### src/rtl/load_store_unit.sv
// Load/store unit: word-organised memory over a req/gnt/rvalid handshake, with byte enables,
// lane-aligned store data, sign/zero-extended loads, and misalign/timeout reporting.
module load_store_unit #(
    parameter int unsigned ADDR_W  = 6,
    parameter int unsigned TIMEOUT = 16
) (
    input  logic              clk,
    input  logic              reset,
    input  logic              mem_read,
    input  logic              mem_write,
    input  logic [2:0]        funct3,
    input  logic [31:0]       addr,
    input  logic [31:0]       wdata,
    output logic              stall,
    output logic              done,
    output logic [31:0]       load_data,
    output logic              misalign_err,
    output logic              bus_err,
    output logic              mem_req,
    output logic              mem_we,
    output logic [3:0]        mem_be,
    output logic [ADDR_W-1:0] mem_addr,
    output logic [31:0]       mem_wdata,
    input  logic              mem_gnt,
    input  logic              mem_rvalid,
    input  logic [31:0]       mem_rdata
);

    typedef enum logic [1:0] {StIdle, StReq, StWait, StDone} state_e;

    localparam logic [7:0] CntLast = 8'(TIMEOUT - 1);

    state_e            state_q, state_d;
    logic              we_q, we_d;
    logic [2:0]        f3_q, f3_d;
    logic [1:0]        off_q, off_d;
    logic [ADDR_W-1:0] waddr_q, waddr_d;
    logic [3:0]        be_q, be_d;
    logic [31:0]       wdata_q, wdata_d;
    logic [7:0]        cnt_q, cnt_d;
    logic [31:0]       ld_q, ld_d;
    logic              mis_q, mis_d;
    logic              berr_q, berr_d;

    logic [3:0]  req_be;
    logic [31:0] req_wdata;
    logic        misaligned;
    logic [7:0]  rd_byte;
    logic [15:0] rd_half;
    logic [31:0] rd_ext;
    logic        unused_addr;

    assign unused_addr = ^addr[31:ADDR_W+2];

    // Size decode of the incoming op; funct3[1:0] of 11 falls through to word.
    always_comb begin
        req_be     = 4'b1111;
        req_wdata  = wdata;
        misaligned = 1'b0;
        case (funct3[1:0])
            2'b00: begin
                req_be    = 4'b0001 << addr[1:0];
                req_wdata = {4{wdata[7:0]}};
            end
            2'b01: begin
                req_be     = 4'b0011 << addr[1:0];
                req_wdata  = {2{wdata[15:0]}};
                misaligned = addr[0];
            end
            default: misaligned = |addr[1:0];
        endcase
    end

    always_comb begin
        rd_byte = mem_rdata[{off_q, 3'b000} +: 8];
        rd_half = off_q[1] ? mem_rdata[31:16] : mem_rdata[15:0];
        case (f3_q[1:0])
            2'b00:   rd_ext = f3_q[2] ? {24'h0, rd_byte} : {{24{rd_byte[7]}}, rd_byte};
            2'b01:   rd_ext = f3_q[2] ? {16'h0, rd_half} : {{16{rd_half[15]}}, rd_half};
            default: rd_ext = mem_rdata;
        endcase
    end

    always_comb begin
        state_d = state_q;
        we_d    = we_q;
        f3_d    = f3_q;
        off_d   = off_q;
        waddr_d = waddr_q;
        be_d    = be_q;
        wdata_d = wdata_q;
        cnt_d   = cnt_q;
        ld_d    = ld_q;
        mis_d   = mis_q;
        berr_d  = berr_q;
        unique case (state_q)
            StIdle: begin
                if (mem_read || mem_write) begin
                    we_d    = mem_write;
                    f3_d    = funct3;
                    off_d   = addr[1:0];
                    waddr_d = addr[ADDR_W+1:2];
                    be_d    = req_be;
                    wdata_d = req_wdata;
                    ld_d    = 32'h0;
                    mis_d   = misaligned;
                    berr_d  = 1'b0;
                    state_d = misaligned ? StDone : StReq;
                end
            end
            StReq: begin
                if (mem_gnt) begin
                    cnt_d   = 8'h0;
                    state_d = StWait;
                end
            end
            StWait: begin
                cnt_d = cnt_q + 8'h1;
                // A response on the final cycle still counts as success.
                if (mem_rvalid) begin
                    ld_d    = we_q ? 32'h0 : rd_ext;
                    state_d = StDone;
                end else if (cnt_q == CntLast) begin
                    ld_d    = 32'h0;
                    berr_d  = 1'b1;
                    state_d = StDone;
                end
            end
            StDone:  state_d = StIdle;
            default: state_d = StIdle;
        endcase
    end

    always_ff @(posedge clk or posedge reset) begin
        if (reset) begin
            state_q <= StIdle;
            we_q    <= 1'b0;
            f3_q    <= 3'h0;
            off_q   <= 2'h0;
            waddr_q <= '0;
            be_q    <= 4'h0;
            wdata_q <= 32'h0;
            cnt_q   <= 8'h0;
            ld_q    <= 32'h0;
            mis_q   <= 1'b0;
            berr_q  <= 1'b0;
        end else begin
            state_q <= state_d;
            we_q    <= we_d;
            f3_q    <= f3_d;
            off_q   <= off_d;
            waddr_q <= waddr_d;
            be_q    <= be_d;
            wdata_q <= wdata_d;
            cnt_q   <= cnt_d;
            ld_q    <= ld_d;
            mis_q   <= mis_d;
            berr_q  <= berr_d;
        end
    end

    always_comb begin
        stall        = 1'b0;
        done         = 1'b0;
        load_data    = 32'h0;
        misalign_err = 1'b0;
        bus_err      = 1'b0;
        mem_req      = 1'b0;
        mem_we       = 1'b0;
        mem_be       = 4'h0;
        mem_addr     = '0;
        mem_wdata    = 32'h0;
        unique case (state_q)
            StIdle: stall = (mem_read | mem_write) & ~reset;
            StReq: begin
                stall     = 1'b1;
                mem_req   = 1'b1;
                mem_we    = we_q;
                mem_be    = be_q;
                mem_addr  = waddr_q;
                mem_wdata = wdata_q;
            end
            StWait: stall = 1'b1;
            StDone: begin
                done         = 1'b1;
                load_data    = ld_q;
                misalign_err = mis_q;
                bus_err      = berr_q;
            end
            default: ;
        endcase
    end

endmodule

### config.mk
export PLATFORM = sky130hd
export DESIGN_NAME = load_store_unit
export DESIGN_NICKNAME = d
export VERILOG_FILES = /design/src/rtl/load_store_unit.sv
export SDC_FILE = /design/constraint.sdc
export NUM_CORES = 1
export LEC_CHECK = 0
export BUFFER_PORTS_ARGS = -buffer_cell sky130_fd_sc_hd__buf_2
export CAP_MARGIN = 5
export CORE_MARGIN = 2
export CORE_UTILIZATION = 40
export DETAILED_ROUTE_END_ITERATION = 8
export PLACE_DENSITY_LB_ADDON = 0.3
export SETUP_SLACK_MARGIN = 0.1
export SYNTH_ARGS = -nofsm -noshare
export SYNTH_HDL_FRONTEND = slang
export SYNTH_SLANG_ARGS = --single-unit
### constraint.sdc
create_clock -name clk -period 2.4 [get_ports clk]
set_input_delay 0.12 -clock clk [delete_from_list [all_inputs] [get_ports clk]]
set_output_delay 0.12 -clock clk [all_outputs]
set_load 0.01 [all_outputs]
==> metrics.md <==
| Metric | Value |
|---|---|
| Most used DFF post-synth | `dfrtp_1` |
| All-Layer GR Usage | `between 20 and 25%` |
| Router iterations before antenna repair | `4` |
| IO Port Bufs | `160` |
| Critical Path AT | `around 2.3 ns` |
| CP Max Fanout | `16` |
| WHS Path Cells | `2` |
| Crit Path Class | `reg -> reg` |
| Worst EP required | `about 2.6 ns` |
| CTS buffer count | `9` |
| Final Max Tran Viols | `0` |
| R2R setup slack | `approximately 0.29 ns` |
| Clock tree buffer depth | `2` |
| Reg2reg end | `ld_q[23]` |
| Slew headroom | `between 50% and 60%` |
| Die span in y | `~120 um` |
| Top cells by area, synth | `dfrtp_1 45%, and2_1 9.6%, mux2i_1 5.7%` |
| Min-delay src | `addr[4]` |
| Syn Inst Count | `between 500 and 600` |
| Post-route ant nets | `0` |
| Period utilisation layout | `between 80% and 90%` |
| Average size of a mapped cell | `9.85 um^2` |
| Status | `complete, no violations` |
| Worst Reg-to-Reg Cells | `6` |
| Setup tns final | `0 ns` |
| Clk_lat worst skew | `roughly 0.34 ns` |
| Clock Sinks | `92` |
| DRC Markers | `0` |
| H-tree Lvls | `3` |
| Total congestion overflow | `0` |
| HP Class | `in -> reg` |
| Routed length per instance | `15.8 um` |
| Chip width | `approximately 120 um` |
| TritonCTS clock tree | `done` |
| Maximum vdd ir drop | `around 0.52 mV` |
| # diodes | `0` |
| Die area | `~14000 um^2` |
| CTS Root Cell | `clkbuf_16` |
| Number of synthesized flops with an enable pin | `0` |
| Static Leakage | `3.27 nW` |
| Post-Syn Nets | `roughly 630` |
| Hold Path End | `waddr_q[2]` |
| Hold Vio Cnt, Final | `0` |
| Yosys reg bits | `about 90` |
| Final cell count without fillers | `between 800 and 900` |
| Final WL | `about 13000 um` |
| Most frequent cells in the layout | `160 x buf_2, 92 x dfrtp_1, 77 x and2_1` |
| Starting density of the core | `between 40 and 50%` |
| # fillers | `about 1200` |
| Num rows | `41` |
| Initial antenna violation count | `0` |
| Vias/cell | `~5.2` |
| Synth async-reset ratio | `between 90% and 100%` |
| Area growth, synth to finish | `26.4%` |
| Cell Pwr Density | `1120 nW/um^2` |
| Clock transition at path regs | `about 0.06 ns` |
| Layout cells sized above 1 | `between 30% and 40%` |
| Slew @ Worst Pin | `0.724 ns` |
| Seq/Total Area, Yosys | `a little under half` |
| Synthesis Warnings | `0` |
| Hold WS | `0.0159 ns` |
| Crit. End Element | `register` |
| Drt first-iter violations | `roughly 270` |
| First-pass GRT wire length | `21500 um` |
| Placed cells | `between 800 and 900` |
| Largest net degree at the start of global routing | `between 40 and 50` |
| Core Footprint | `between 10000 and 15000 um^2` |
| Synthesized area | `roughly 5000 um^2` |
| Area leader, netlist | `dfrtp_1` |
| Vias | `around 4400` |
| Top cell type's share of synthesized area | `45.3%` |
| HPWL after detailed placement | `around 10000 um` |
| Vias in the first global route | `4318` |
| Minimum clock period | `around 2.1 ns` |
| CP Launch Type | `register` |
| Nets | `slightly below 800` |
| R2r startpoint | `state_q[0]` |
| Fin util | `roughly 50%` |
| Final Skew | `between 0.003 and 0.004 ns` |
| Max Freq | `around 0.47 GHz` |
| Max_cap viols | `0` |
| I/O Pins | `185` |
| GPL Wtd Cong | `0.854` |
| Final setup fails | `0` |
| RSZ-0062 raised after global routing | `no` |
| Commonest non-fill, non-tap cell in the layout | `buf_2` |
| Synth unique cells | `44` |
cell families (layout without fill, tap and decap cells):
group / Yosys count / count (layout) / synth area share, %
buf+inv: 50 / 211 / 4.26
fa+ha+maj: 6 / 6 / 1.48
simple gates: 192 / 192 / 20.5
xor+xnor: 2 / 2 / 0.345
flops: 92 / 92 / 45.3
compound gates: 123 / 123 / 17.5
mux: 51 / 51 / 10.6
how the worst max path moves through the flow:
stage                          start       end  slack, ns  depth (start not counted)
after global routing      state_q[0]  ld_q[27]       0.19                          6
after CTS                 state_q[0]  ld_q[27]       0.13                          6
final                     state_q[0]  ld_q[23]       0.29                          6
after global placement    state_q[0]  ld_q[18]       0.26                          6
after detailed placement  state_q[0]  ld_q[27]       0.15                          6
after floorplan           state_q[0]  ld_q[16]       0.21                          9
metrics by stage:
step | cell area, um^2 | setup slack, ns | total power [W]
2_1_floorplan | 5090 | 0.207 | 0.00481
3_3_place_gp | 6110 | 0.255 | 0.00581
3_5_place_dp | 6110 | 0.149 | 0.00594
4_1_cts | 6400 | 0.133 | 0.00726
5_1_grt | 6420 | 0.186 | 0.00778
6_report | 6420 | 0.291 | 0.00719
layout make-up:
cell class / instances / area (um^2) / share of cell area (%)
sequential: 92 / 2300 / 35.8
multi-input combinational: 374 / 2580 / 40.1
clock buffer: 11 / 233 / 3.62
clock inverter: 5 / 28.8 / 0.448
timing repair buffer: 183 / 1020 / 15.9
tap: 172 / 215 / 3.35
inverter: 12 / 48.8 / 0.759
critical path, cell delays in order, from the launching register on:
cell     delay, ns
dfrtp_1       0.41
inv_1         0.13
ha_1          0.18
or3b_4        0.41
and4b_1       0.23
and2_2        0.30
a221o_1       0.33
cell usage after synthesis, drive strengths merged, types with 9 or more instances:
master  count
dfrtp      92
and2       78
nand2      52
o21ai      45
clkbuf     29
mux2i      29
a221o      23
a21oi      22
mux2       22
nor2       22
inv        11
or3        10
buf         9
power breakdown:
| part | internal [W] | total, W | switching (W) |
|---|---|---|---|
| combinational | 0.00146 | 0.00327 | 0.00181 |
| sequential | 0.00224 | 0.00263 | 0.000386 |
| clock | 0.000698 | 0.00129 | 0.000595 |
| total | 0.00440 | 0.00719 | 0.00279 |
state kept, by name, indices dropped and copies added, names as in the netlist:
register,cells
ld_q,32
wdata_q,32
cnt_q,8
waddr_q,6
be_q,4
f3_q,3
off_q,2
state_q,2
berr_q,1
mis_q,1
we_q,1
layer usage:
layer	track usage (%)	up-vias	share of wire, %
met5	0	-	0
met4	7.92	0	2.1
met3	5.35	19	7.0
met2	32.4	152	47
met1	26.4	2113	44
li1	-	2137	-
timing repair:
item	in CTS	in global routing
hold endpoints to repair	12	0
setup endpoints to repair	0	16
setup buffers	0	1
hold buffers	3	0
gates resized for setup	0	1
Note: power is estimated with default switching activity, not from simulation.
